$ cat src/rtl/sdm_mod_param.sv
// Parametrised 1-bit PDM sigma-delta modulator, order 1 or 2, with saturating
// integrators, optional LFSR dither, a per-frame sample handshake and IDLE/RUN control.
module sdm_mod_param #(
  parameter int          DATA_W    = 16,
  parameter int          ORDER     = 2,
  parameter int          INT_W     = DATA_W + 4,
  parameter int          OSR       = 128,
  parameter bit          DITHER_EN = 1'b1,
  parameter logic [15:0] LFSR_SEED = 16'hACE1
) (
  input  logic              clk,
  input  logic              reset,
  input  logic              enable,
  input  logic [DATA_W-1:0] in_data,
  input  logic              in_valid,
  output logic              in_ready,
  output logic              out,
  output logic              running,
  output logic              overload,
  output logic              underrun,
  input  logic              flag_clr
);

  localparam int CW = $clog2(OSR);
  // Two guard bits keep integrator + input - feedback exact before clamping.
  localparam int SW = INT_W + 2;

  localparam logic [0:0] ST_IDLE = 1'b0;
  localparam logic [0:0] ST_RUN  = 1'b1;

  localparam logic [CW-1:0]        LAST_CNT = CW'(OSR - 1);
  localparam logic [CW-1:0]        CNT_ONE  = {{(CW-1){1'b0}}, 1'b1};
  localparam logic signed [SW-1:0] SAT_MAX  = {3'b000, {(INT_W-1){1'b1}}};
  localparam logic signed [SW-1:0] SAT_MIN  = {3'b111, {(INT_W-1){1'b0}}};
  localparam logic signed [SW-1:0] FB_POS   = {{(SW-DATA_W+1){1'b0}}, {(DATA_W-1){1'b1}}};
  localparam logic signed [SW-1:0] FB_NEG   = {{(SW-DATA_W+1){1'b1}}, {(DATA_W-1){1'b0}}};
  localparam logic signed [SW-1:0] D_POS    = {{(SW-1){1'b0}}, 1'b1};
  localparam logic signed [SW-1:0] D_NEG    = {SW{1'b1}};

  // Returns {clipped, clamped value}.
  function automatic logic [INT_W:0] sat_f(input logic signed [SW-1:0] v);
    logic [INT_W:0] r;
    if (v > SAT_MAX) begin
      r = {1'b1, SAT_MAX[INT_W-1:0]};
    end else if (v < SAT_MIN) begin
      r = {1'b1, SAT_MIN[INT_W-1:0]};
    end else begin
      r = {1'b0, v[INT_W-1:0]};
    end
    return r;
  endfunction

  logic [0:0]              state_q, state_d;
  logic [CW-1:0]           cnt_q, cnt_d;
  logic signed [INT_W-1:0] i1_q, i1_d, i2_q, i2_d;
  logic [DATA_W-1:0]       held_q, held_d;
  logic [15:0]             lfsr_q, lfsr_d;
  logic                    out_q, out_d, ovl_q, ovl_d, udr_q, udr_d;

  logic                    frame_end_s, ready_s, clip_s;
  logic signed [SW-1:0]    fb_s, x_s, i1_ext_s, i2_ext_s, sum1_s, sum2_s, last_s, dith_s, q_s;
  logic [INT_W:0]          sat1_s, sat2_s;
  logic signed [INT_W-1:0] i1_nx_s, i2_nx_s;
  logic [DATA_W-1:0]       held_nx_s;

  assign frame_end_s = (cnt_q == LAST_CNT);
  assign ready_s     = frame_end_s & enable;

  // Frame counter and IDLE/RUN decision at the frame boundary.
  always_comb begin
    cnt_d = cnt_q + CNT_ONE;
    case (state_q)
      ST_IDLE: state_d = (frame_end_s && enable)  ? ST_RUN  : ST_IDLE;
      ST_RUN:  state_d = (frame_end_s && !enable) ? ST_IDLE : ST_RUN;
      default: state_d = ST_IDLE;
    endcase
  end

  // Modulator datapath, sample hold and sticky flags.
  always_comb begin
    fb_s     = out_q ? FB_POS : FB_NEG;
    x_s      = {{(SW-DATA_W){held_q[DATA_W-1]}}, held_q};
    i1_ext_s = {{2{i1_q[INT_W-1]}}, i1_q};
    i2_ext_s = {{2{i2_q[INT_W-1]}}, i2_q};
    sum1_s   = i1_ext_s + x_s - fb_s;
    sum2_s   = i2_ext_s + i1_ext_s - fb_s;
    sat1_s   = sat_f(sum1_s);
    sat2_s   = sat_f(sum2_s);
    dith_s   = DITHER_EN ? (lfsr_q[0] ? D_POS : D_NEG) : {SW{1'b0}};
    i1_nx_s  = i1_q;
    i2_nx_s  = i2_q;
    clip_s   = 1'b0;
    last_s   = {SW{1'b0}};
    q_s      = {SW{1'b0}};
    out_d    = ~out_q;
    lfsr_d   = lfsr_q;
    if (state_q == ST_RUN) begin
      i1_nx_s = sat1_s[INT_W-1:0];
      if (ORDER == 2) begin
        i2_nx_s = sat2_s[INT_W-1:0];
        clip_s  = sat1_s[INT_W] | sat2_s[INT_W];
        last_s  = {{2{sat2_s[INT_W-1]}}, sat2_s[INT_W-1:0]};
      end else begin
        i2_nx_s = {INT_W{1'b0}};
        clip_s  = sat1_s[INT_W];
        last_s  = {{2{sat1_s[INT_W-1]}}, sat1_s[INT_W-1:0]};
      end
      q_s    = last_s + dith_s;
      out_d  = ~q_s[SW-1];
      lfsr_d = {lfsr_q[0] ^ lfsr_q[2] ^ lfsr_q[3] ^ lfsr_q[5], lfsr_q[15:1]};
    end else begin
      out_d  = ~out_q;
      lfsr_d = lfsr_q;
    end
    if (ready_s && in_valid) begin
      held_nx_s = in_data;
    end else begin
      held_nx_s = held_q;
    end
    // IDLE keeps the loop filter and held sample flushed for a clean restart.
    if (state_d == ST_IDLE) begin
      i1_d   = {INT_W{1'b0}};
      i2_d   = {INT_W{1'b0}};
      held_d = {DATA_W{1'b0}};
    end else begin
      i1_d   = i1_nx_s;
      i2_d   = i2_nx_s;
      held_d = held_nx_s;
    end
    if (flag_clr) begin
      ovl_d = 1'b0;
      udr_d = 1'b0;
    end else begin
      ovl_d = ovl_q | clip_s;
      udr_d = udr_q | (ready_s & ~in_valid);
    end
  end

  // State registers.
  always_ff @(posedge clk or posedge reset) begin
    if (reset) begin
      state_q <= ST_IDLE;
      cnt_q   <= {CW{1'b0}};
      i1_q    <= {INT_W{1'b0}};
      i2_q    <= {INT_W{1'b0}};
      held_q  <= {DATA_W{1'b0}};
      lfsr_q  <= LFSR_SEED;
      out_q   <= 1'b0;
      ovl_q   <= 1'b0;
      udr_q   <= 1'b0;
    end else begin
      state_q <= state_d;
      cnt_q   <= cnt_d;
      i1_q    <= i1_d;
      i2_q    <= i2_d;
      held_q  <= held_d;
      lfsr_q  <= lfsr_d;
      out_q   <= out_d;
      ovl_q   <= ovl_d;
      udr_q   <= udr_d;
    end
  end

  assign in_ready = ready_s;
  assign out      = out_q;
  assign running  = (state_q == ST_RUN);
  assign overload = ovl_q;
  assign underrun = udr_q;

endmodule

$ cat config.mk
export PLATFORM = sky130hd
export DESIGN_NAME = sdm_mod_param
export DESIGN_NICKNAME = d
export VERILOG_FILES = /design/src/rtl/sdm_mod_param.sv
export SDC_FILE = /design/constraint.sdc
export NUM_CORES = 1
export LEC_CHECK = 0
export BUFFER_PORTS_ARGS = -buffer_cell sky130_fd_sc_hd__buf_2
export CAP_MARGIN = 20
export CORE_AREA = 2 2 159 161
export CTS_CLUSTER_DIAMETER = 40
export DETAILED_ROUTE_END_ITERATION = 6
export DIE_AREA = 0 0 161 163
export PLACE_DENSITY_LB_ADDON = 0.1
export SLEW_MARGIN = 20
export SYNTH_ARGS = -nofsm -noshare
export SYNTH_HDL_FRONTEND = slang
export SYNTH_SLANG_ARGS = --single-unit
export TNS_END_PERCENT = 10
$ cat constraint.sdc
create_clock -name clk -period 8.6 [get_ports clk]
set_clock_uncertainty 0.05 [all_clocks]
set_input_delay 1.72 -clock clk [delete_from_list [all_inputs] [get_ports clk]]
set_output_delay 1.72 -clock clk [all_outputs]
set_load 0.01 [all_outputs]
## Word-level counts from Yosys, hierarchy flattened

Index checks and enable logic that the tools add are counted.

- Add/subtract/negate cells: 6
- $mul: 0
- Div/mod/pow operators: 0
- Order comparisons: 4
- Equal/unequal tests: 3
- Shift-type cells: 0
- Mux-type cells: 20
- Bitwise gates (word level): 12
- Reduce and logical (&&, ||, !) cells: 4

Operators with widths:

| cell | number |
|---|---|
| 21-bit 2-to-1 mux | 4 |
| 20-bit 2-to-1 mux | 4 |
| 22-bit 2-to-1 mux | 3 |
| 22-bit by 20-bit greater-than comparator with 1-bit output (second input constant) | 2 |
| 22-bit by 20-bit less-than comparator with 1-bit output (second input constant) | 2 |
| 21-bit by 22-bit subtractor with 22-bit output | 2 |
| 16-bit 2-to-1 mux | 2 |
| 22-bit adder | 1 |
| 20-bit by 16-bit adder with 21-bit output | 1 |
| 20-bit by 20-bit adder with 21-bit output | 1 |
| 7-bit by 1-bit adder with 7-bit output (second input constant) | 1 |
| 7-bit equality test (second input constant) | 1 |
| 1-bit 2-to-1 mux | 6 |
| 1-bit NOT | 4 |
| 1-bit logical AND | 3 |
| 1-bit bitwise OR | 3 |
| 1-bit XOR | 3 |
| 1-bit AND | 2 |
| 2-bit by 1-bit inequality test with 1-bit output (second input constant) | 1 |
| 2-bit inequality test (second input constant) | 1 |
| 1-bit case mux with 2 select lines | 1 |
| 1-bit logical NOT | 1 |

- Flip-flop bits (word level): 83
- Latch bits: 0
- Memory bits (writable): 0
- Memory bits (read-only): 0
- Input bits: 21
- Output and inout bits: 5
- Word-level logic and storage cells: 58
- Memories kept: 0

## Depth between registers and ports, before layout

- Depth in word-level cells: 9
- Mapped depth: 25
- Mapped depth without buffers: 23

## Worst setup path before layout

Ideal clock, no wire load.

- Path kind: flip-flop to flip-flop
- Start point: register out_q, in the netlist out
- End point: register out_q, in the netlist out
- Setup time: 0.228 ns
- Arrival: 6.552 ns
- Setup slack: 1.770 ns
- Cell stages (with the launch flop): 22
- Path buffers: 2
- Cell sequence: dfrtp_1 -> inv_1 -> fa_1 -> inv_1 -> fa_1 -> nand2b_1 -> a21oi_1 -> nor3_1 -> o21ai_0 -> mux2_2 -> o31a_1 -> buf_2 -> buf_4 -> o22ai_1 -> ha_1 -> nand2_1 -> or3_1 -> nor4_1 -> nand2_1 -> o221ai_1 -> xor2_1 -> mux2i_1

- Word-level cells in the longest chain between the ends: 9

Ends and longest elaborated chain:

| item | RTL line | text |
|---|---|---|
| from (decl) | 58 | `logic out_q, out_d, ovl_q, ovl_d, udr_q, udr_d;` |
| from (signal assigned) | 158 | `out_q <= out_d;` |
| 22-bit 2-to-1 mux | 81 | `fb_s = out_q ? FB_POS : FB_NEG;` |
| 21-bit by 22-bit subtractor with 22-bit output | 86 | `sum2_s = i2_ext_s + i1_ext_s - fb_s;` |
| 22-bit by 20-bit less-than comparator with 1-bit output | 45 | `end else if (v < SAT_MIN) begin` |
| 21-bit 2-to-1 mux | 45 |  |
| 21-bit 2-to-1 mux | 43 | `if (v > SAT_MAX) begin` |
| 22-bit 2-to-1 mux | 97 | `if (state_q == ST_RUN) begin` |
| 22-bit adder | 108 | `q_s = last_s + dith_s;` |
| 1-bit NOT | 109 | `out_d = ~q_s[SW-1];` |
| 1-bit 2-to-1 mux * | 97 |  |
| named net out_d | 58 |  |

Mark *: on every way through the listed nets, which the timed path passes. The rest lies on a longest branch. The select of a mux whose other input is x is not followed.
A chain may end at the register's enable or synchronous reset.

## Worst setup path after layout

Ends and elaborated chain as after synthesis.

==> results.cfg <==
[outcome]
status = complete, no violations

[route]
ant_nets = 0
drt-wirelength-per-cell_um = 16.47
first_pass_iters = 4
routed_wl_mm = 18.79
num_vias = 5558
drc = 0
via_per_inst = 4.871
initialDrtViolationCount = 281

[cells_and_area]
finalNetCount = 931
regArea_mm2 = 0.002088
fill_cells = 2639
antenna_cells = 0
drive_above_1_share_pct = 11.96
multi_input_area_mm2 = 0.004544
final_area_mm2 = 0.007973
area_growth_pct = 10.32

[clock_network]
cts_setup_buffers = 0
clock_latency_ns = 0.35
cts_buffer_depth = 2
htree_levels = 3
post_cts_resized = 0
ctsHoldBuffers = 0
cts_sinks = 83
cts_buffers = 9
cts_root_buf = clkbuf_16
cts_tree = yes
clk_pin_slew_ns = 0.07

[timing]
tightest_slew_ns = 0.9807
totalNegativeSetupSlack_ns = 0
slew_violations = 0
layout_setup_ws_ns = 1.967
fmax_mhz = 150.8
setup_viol = 0
slew_headroom_pct = 34.46
whs_ns = 0.3942
rsz0062_at_grt = no
period_share_pct = 77.13
hold_viol_final = 0
period_minus_slack_ns = 6.633

[floorplanning]
initial_core_util_pct = 29.29
coreArea_mm2 = 0.02467
design.die.area_mm2 = 0.02624
rows = 58
die_y_um = 163
die_w_um = 161
io_pins = 26

[grt]
antenna_found_initial = 0
globalRouteOverflowTotal = 0
grt_pass1_vias = 5646
grt_start_max_net_pins = 47
grt_usage_pct = 14.93
grt_pass1_wl_mm = 30.70

[placed_design]
pre_cts_ws_ns = 1.654
dpl.hpwl_mm = 14.33
port_buffers = 25
place_congestion = 0.8517
placed_cell_area_mm2 = 0.007659

[yosys]
syn_area_mm2 = 0.007227
ys.flop_type = dfrtp_1
synth_nets = 915
syn_area_per_cell_um2 = 9.148
yosysSeqAreaShare_pct = 28.88
yosys.area.top_type_share_pct = 25.97
synthArstFlopShare_pct = 100.0
ys_seq_elements = 83
synth.largest_area_cell = dfrtp_1
syn-instance-count = 790
yosysWarningCount = 0
ys_types = 75
synth_area_leaders = dfrtp_1 26%, fa_1 11%, ha_1 11%
synth_edf_count = 0

[critical_path]
required_ns = 8.76
start_kind = flip-flop
critPathLaunch = out
crit_path_end_kind = flip-flop
r2r-start = out
r2r_setup_slack_ns = 1.97
cp.arrival_ns = 6.79
critPathKind = flip-flop to flip-flop
path_max_fanout = 23

[pwr]
p_per_area_mw_per_mm2 = 101.3
power_w = 0.0008073
ir_drop_mv = 0.06619
p_leak_nw = 3.727

[min_path]
min-delay-start = cnt_q[0]
hold_class = flip-flop to flip-flop

[flow_run]
drv_cap = 0
## Yosys cell counts, drive strengths merged, types with 4 or more instances
cell,instances
nand2b,10
nand4,4
nor2b,4
a31oi,6
clkbuf,14
a21oi,46
fa,40
xor2,15
o31ai,6
o22ai,18
o21ai,48
buf,10
dfstp,8
a211oi,7
o21bai,5
xnor2,27
nand3,11
or2,4
o21a,5
a21o,19
inv,121
nand2,75
nor3,9
ha,64
a22o,15
o211ai,7
dfrtp,75
mux2,15
nor2,41
a221o,17
## report_power, final
group,switching (W),internal [W]
registers,0.0000000000000000000151,0.000391
logic,0.00000924,0.00000357
clock network,0.000170,0.000234
## sequential cells by signal, summed over array words and instances (netlist names)
register / count
cnt_q: 7
held_q: 16
i1_q: 20
i2_q: 20
lfsr_q: 16
out: 1
overload: 1
running: 1
underrun: 1
## worst max-delay path, cell delays in order (launching register included)
cell      delay, ns
dfrtp_2        0.83
buf_4          0.57
fa_1           0.48
inv_1          0.07
ha_1           0.32
a21o_1         0.23
a21oi_1        0.28
o21a_1         0.17
o31ai_1        0.11
a31oi_4        0.59
o31a_1         0.75
o22ai_1        0.21
ha_1           0.33
nand2_1        0.07
or3_1          0.44
nor4_1         0.39
nand2_1        0.10
o221ai_1       0.22
xor2_1         0.18
mux2i_1        0.09
## cell type report
type / count / share of cell area, %
clock buffer: 11 / 3.045
clock inverter: 5 / 0.7847
inverter: 122 / 5.760
multi-input combinational: 560 / 57.00
sequential: 83 / 26.19
tap: 330 / 5.179
timing repair buffer: 30 / 2.040
## final timing paths
kind                            endpoint  cells past startpoint
worst max-delay path                 out                     19
worst min-delay path            cnt_q[0]                      1
worst max register to register       out                     19
max in group asynchronous            out                      3
min in group asynchronous       cnt_q[0]                      2
worst min register to register  cnt_q[0]                      1
## through the flow
stage,utilization (%),cells
after global routing,32.31,1141
after detailed placement,31.04,1125
after floorplan,-,790
after CTS,32.28,1141
after global placement,31.04,1125
final,32.31,1141
## cell usage in the layout, fill, tap and decap left out, types with 5 or more instances in the layout
master / Yosys / routed
fa_1: 40 / 40
a22o_1: 15 / 15
a221o_1: 10 / 10
o21bai_1: 5 / 5
clkbuf_16: 0 / 9
a31oi_1: 5 / 5
nand2b_1: 10 / 10
mux2_2: 15 / 15
nand3_1: 11 / 11
a21o_1: 18 / 18
o22ai_1: 18 / 18
a21oi_1: 43 / 43
xor2_1: 15 / 15
o21ai_0: 45 / 44
buf_2: 3 / 25
nor3_1: 9 / 9
dfrtp_1: 75 / 74
a211oi_1: 6 / 6
o211ai_1: 7 / 7
inv_1: 120 / 119
nor2_1: 39 / 39
buf_4: 2 / 5
dfstp_2: 8 / 8
ha_1: 64 / 64
o21a_1: 5 / 5
nand2_1: 75 / 75
o31ai_1: 5 / 5
xnor2_1: 27 / 27
a221o_2: 7 / 7
## routing by layer
metal / wire length, um / vias up / track usage [%] / part of all wire [%]
met1: 9571 / 2680 / 21.19 / 51
li1: - / 2772 / - / -
met3: 476 / 20 / 1.579 / 2.5
met5: 0 / - / 0 / 0
met4: 279 / 0 / 4.302 / 1.5
met2: 8461 / 86 / 24.13 / 45
## cell families after synthesis
group,Yosys count,synth area share (%)
buffers and inverters,147,8.483
adders and majority gates,104,22.16
DFF,83,28.88
xor gates and xnor gates,42,5.090
and+or+nand+nor,173,11.20
AOI/OAI and AO/OA,223,21.43
muxes,18,2.753
Power figures use the tool's default switching activity.
